$ cat config.mk
export PLATFORM = sky130hd
export DESIGN_NAME = tcb_lite_lib_arbiter_rr
export DESIGN_NICKNAME = d
export VERILOG_FILES = /design/src/rtl/tcb_lite_lib_arbiter_rr.sv
export SDC_FILE = /design/constraint.sdc
export NUM_CORES = 1
export LEC_CHECK = 0
export BUFFER_PORTS_ARGS = -buffer_cell sky130_fd_sc_hd__buf_2
export CORE_MARGIN = 1.5
export CORE_UTILIZATION = 52
export CTS_BUF_LIST = sky130_fd_sc_hd__clkbuf_16
export DETAILED_ROUTE_END_ITERATION = 8
export PLACE_DENSITY = 0.73
export SYNTH_ARGS = -nofsm -noshare
export SYNTH_HDL_FRONTEND = slang
export SYNTH_SLANG_ARGS = --single-unit
export TNS_END_PERCENT = 10
$ cat constraint.sdc
create_clock -name clk_i -period 1.6 [get_ports clk_i]
set_input_delay 0.16 -clock clk_i [delete_from_list [all_inputs] [get_ports clk_i]]
set_output_delay 0.16 -clock clk_i [all_outputs]
set_load 0.05 [all_outputs]
$ cat src/rtl/tcb_lite_lib_arbiter_rr.sv
// Round-robin arbiter with bus-lock for the TCB-Lite STAR interconnect.
// Combinational grant; the granted index follows a fixed-delay response pipeline.
module tcb_lite_lib_arbiter_rr #(
  parameter int unsigned IFN    = 2,
  parameter int unsigned DLY    = 1,
  parameter int unsigned MAXBST = 8,
  localparam int unsigned IFL   = $clog2(IFN)
) (
  input  logic           clk_i,
  input  logic           rst_ni,
  input  logic [IFN-1:0] req_vld_i,
  input  logic [IFN-1:0] req_lck_i,
  input  logic           man_rdy_i,
  output logic [IFN-1:0] gnt_o,
  output logic [IFL-1:0] sel_o,
  output logic           man_vld_o,
  output logic           rsp_vld_o,
  output logic [IFL-1:0] rsp_sel_o,
  output logic           lck_act_o
);

  typedef enum logic [0:0] {StArb, StLock} state_e;

  state_e         state_q, state_d;
  logic [IFL-1:0] ptr_q, ptr_d;
  logic [IFL-1:0] own_q, own_d;
  logic [7:0]     bst_q, bst_d;

  logic [IFL-1:0] idx;
  logic [IFL-1:0] arb_idx;
  logic           arb_hit;
  logic [IFL-1:0] gnt_idx;
  logic           gnt_any;
  logic           vld;
  logic           xfer;

  // Rotating search from ptr+1; explicit wrap keeps non-power-of-2 IFN in range.
  always_comb begin
    idx     = ptr_q;
    arb_idx = ptr_q;
    arb_hit = 1'b0;
    for (int unsigned k = 0; k < IFN; k++) begin
      idx = (idx == IFL'(IFN - 1)) ? '0 : idx + 1'b1;
      if (!arb_hit && req_vld_i[idx]) begin
        arb_hit = 1'b1;
        arb_idx = idx;
      end
    end
  end

  always_comb begin
    gnt_idx = arb_idx;
    gnt_any = arb_hit;
    if (state_q == StLock) begin
      gnt_idx = own_q;
      gnt_any = 1'b1;
    end
  end

  assign vld  = rst_ni & gnt_any & req_vld_i[gnt_idx];
  assign xfer = vld & man_rdy_i;

  always_comb begin
    gnt_o = '0;
    if (rst_ni && gnt_any) gnt_o[gnt_idx] = 1'b1;
  end

  assign sel_o     = rst_ni ? gnt_idx : '0;
  assign man_vld_o = vld;
  assign lck_act_o = rst_ni & (state_q == StLock);

  always_comb begin
    state_d = state_q;
    ptr_d   = ptr_q;
    own_d   = own_q;
    bst_d   = bst_q;
    if (xfer) begin
      ptr_d = gnt_idx;
      unique case (state_q)
        StArb: begin
          if (req_lck_i[gnt_idx]) begin
            state_d = StLock;
            own_d   = gnt_idx;
            bst_d   = 8'd1;
          end
        end
        StLock: begin
          if (req_lck_i[own_q] && (bst_q < 8'(MAXBST))) begin
            bst_d = bst_q + 8'd1;
          end else begin
            state_d = StArb;
            bst_d   = 8'd0;
          end
        end
        default: state_d = StArb;
      endcase
    end
  end

  always_ff @(posedge clk_i) begin
    if (!rst_ni) begin
      state_q <= StArb;
      ptr_q   <= IFL'(IFN - 1);
      own_q   <= '0;
      bst_q   <= '0;
    end else begin
      state_q <= state_d;
      ptr_q   <= ptr_d;
      own_q   <= own_d;
      bst_q   <= bst_d;
    end
  end

  if (DLY == 0) begin : g_rsp_comb
    assign rsp_vld_o = xfer;
    assign rsp_sel_o = sel_o;
  end else begin : g_rsp_pipe
    logic [DLY-1:0]          pv_q;
    logic [DLY-1:0][IFL-1:0] ps_q;

    // Advances every cycle: response delay on the bus is fixed.
    always_ff @(posedge clk_i) begin
      if (!rst_ni) begin
        pv_q <= '0;
        ps_q <= '0;
      end else begin
        pv_q[0] <= xfer;
        ps_q[0] <= gnt_idx;
        for (int i = 1; i < DLY; i++) begin
          pv_q[i] <= pv_q[i-1];
          ps_q[i] <= ps_q[i-1];
        end
      end
    end

    assign rsp_vld_o = rst_ni & pv_q[DLY-1];
    assign rsp_sel_o = rst_ni ? ps_q[DLY-1] : '0;
  end

endmodule

==> flow_summary.toml <==
[run_status]
outcome = "complete, no violations"

[global_routing]
grt_max_degree = 14
grt_pass1_vias = 564
grt_first_pass_wirelength_um = 2456
grt-ovfl-total = 0
antenna_found_initial = 0
groute.usage.overall_pct = 24.51

[final_layout]
fillers = 106
layoutNonFillerInstCount = 113
drive_above_1_share_pct = 39.80
fin_area_um2 = 928.4
final_cell_mix = "dfxtp_1, buf_2, inv_1, nand2_1, buf_4"
antennaDiodeCount = 0
nets = 107
synthToLayoutAreaGrowth_pct = 28.60

[routing]
drtAntennaViolNets = 0
num_vias = 639
firstDrtPassIters = 4
drc = 0
detail_route.vias_per_cell = 5.655
drt_iter0_drc = 7
wl_per_cell_um = 13.75
met2_length_um = 773
wl_met3_um = 79
met1_length_um = 688
highest_layer = "met4"
wl_um = 1554

[power_and_ir_drop]
p_leak_nw = 0.3940
seq_power_share_pct = 35.4
intPower_mw = 0.7269
power_mw = 0.9708
power_switching_mw = 0.2439
p_comb_share_pct = 17.2
p_per_area_mw_per_mm2 = 1046
swShare_pct = 25.12
ir_worst_vdd_v = 0.0008588
p_clk_share_pct = 47.3

[timing]
rsz0062_at_grt = "false"
fin_ws_ps = 75.77
tns_ps = 0
worst_pin_slew_ps = 347.9
finalSetupViolations = 0
final.min_clock_period_ps = 1524
hold_viol = 0
fin_skew_ps = 2.130
slew_headroom_pct = 76.70
period_share_pct = 95.26
clock.fmax_ghz = 0.6561
drv_slew = 0

[floorplanning]
ioPinCount = 14
rows = 13
dieArea_mm2 = 0.001621
die_h_um = 40.26
start_util_pct = 55.48
core_area_mm2 = 0.001301
die_x_um = 40.26

[clock_network]
cts_sinks = 13
clockBufferDepth = 2
cts_made_buffers = 3
clk_pin_slew_worst_paths_ps = 40
cts_tree = "done"
clock_latency_ps = 240
ctsRootBufferMaster = "clkbuf_16"
htree_levels = 1

[placed_design]
globalplace.congestion = 0.7575
postPlaceCellArea_um2 = 833.3
placed_cells = 109
place_ws_ps = 95.45
post-dp-hpwl_um = 1079
io_buffers = 13

[critical_path]
path_max_fanout = 4
end_kind = "register"
arrival_ps = 1700
start_kind = "register"
critical_path_class = "reg2reg"
required_ps = 1780

[min_path]
hp-class = "in2reg"

[yosys]
ys_seq_area_share_pct = 36.05
ys_types = 36
syn_area_um2 = 721.9
ys_top_cells_by_area = "dfxtp_1, mux2i_1, and2_1"
syn-num-nets = 87
synth.avg_cell_area_um2 = 9.139
synthCells = 79
post-synth-top-area-cell = "dfxtp_1"
synth_top_area_share_pct = 36.05
yosysWarnings = 0
synth_seq_cells = 13

[run]
drv_cap = 0
cell usage after synthesis, drive strengths merged:
cell,instances
or2,1
nand2b,1
and3,3
a2bb2oi,1
a21oi,7
nor2,4
nand4,1
a311oi,1
o21ai,6
nand3b,1
o211ai,1
a41oi,2
or4,1
dfxtp,13
a31o,1
clkbuf,1
mux2i,4
nor4,1
mux2,1
o311a,1
nand2,7
ha,1
and2,6
a31oi,1
nor3,1
a211o,1
buf,3
nand3,1
o311ai,1
inv,5
cell families after synthesis:
family	Yosys count	synth area share, %
AND/OR/NAND/NOR	28	24.44
buffers and inverters	9	5.546
multiplexers	5	7.106
AO/OA/AOI/OAI	23	25.13
adder cells (fa/ha/maj)	1	1.733
flip-flops	13	36.05
worst max-delay path, cell delays in order (launching register included):
cell and delay, ps:
dfxtp_1 310, or4_4 540, nor3_4 220, and2_4 190
nand3_2 80, a21oi_2 120
power by group through the flow:
| stage | logic [mW] | registers (mW) | clock network (mW) |
|---|---|---|---|
| 2_1_floorplan | 0.119 | 0.344 | 0 |
| 3_3_place_gp | 0.157 | 0.348 | 0 |
| 3_5_place_dp | 0.158 | 0.349 | 0 |
| 4_1_cts | 0.162 | 0.343 | 0.472 |
| 5_1_grt | 0.181 | 0.345 | 0.488 |
| 6_report | 0.167 | 0.344 | 0.459 |
layout make-up:
type	count	area, um^2	area share [%]
timing repair buffer	19	116.4	12.53
sequential	13	261.5	28.17
clock buffer	3	75.07	8.086
tap	15	18.77	2.022
inverter	5	18.77	2.022
multi-input combinational	57	434.2	46.77
clock inverter	1	3.754	0.4043
flip-flops by register name, indices dropped and copies added, names as in the netlist:
register / cells
own_q: 1
state_q: 1
g_rsp_pipe.ps_q: 1
ptr_q: 1
g_rsp_pipe.pv_q: 1
bst_q: 8
routing by layer:
layer / vias to the layer above / global-route usage (%)
li1: 328 / -
met1: 298 / 26.62
met2: 11 / 41.94
met3: 2 / 8.333
met4: 0 / 12.50
met5: - / 0
worst paths after layout:
check / from / to / slack, ps / cells after the start
hold reg to reg: bst_q[7]$_SDFFE_PN0P_ / bst_q[7]$_SDFFE_PN0P_ / 490 / 1
hold / removal: req_lck_i[0] / own_q$_SDFFE_PN0P_ / 260 / 4
setup reg to reg: bst_q[6]$_SDFFE_PN0P_ / bst_q[1]$_SDFFE_PN0P_ / 80 / 5
setup / recovery: bst_q[6]$_SDFFE_PN0P_ / bst_q[1]$_SDFFE_PN0P_ / 80 / 5
repair_timing:
item,in CTS,in global routing
gates resized for setup,4,3
hold buffers,0,0
setup endpoints to repair,2,1
buffers inserted,0,0
per-stage QoR:
stage	hold WS [ps]	utilization, %
2_1_floorplan	302.0	-
4_1_cts	257.0	70.58
3_5_place_dp	473.3	64.04
6_report	259.3	71.35
5_1_grt	295.8	71.35
3_3_place_gp	469.8	64.04
No activity file was read; power rests on OpenSTA's default activity.
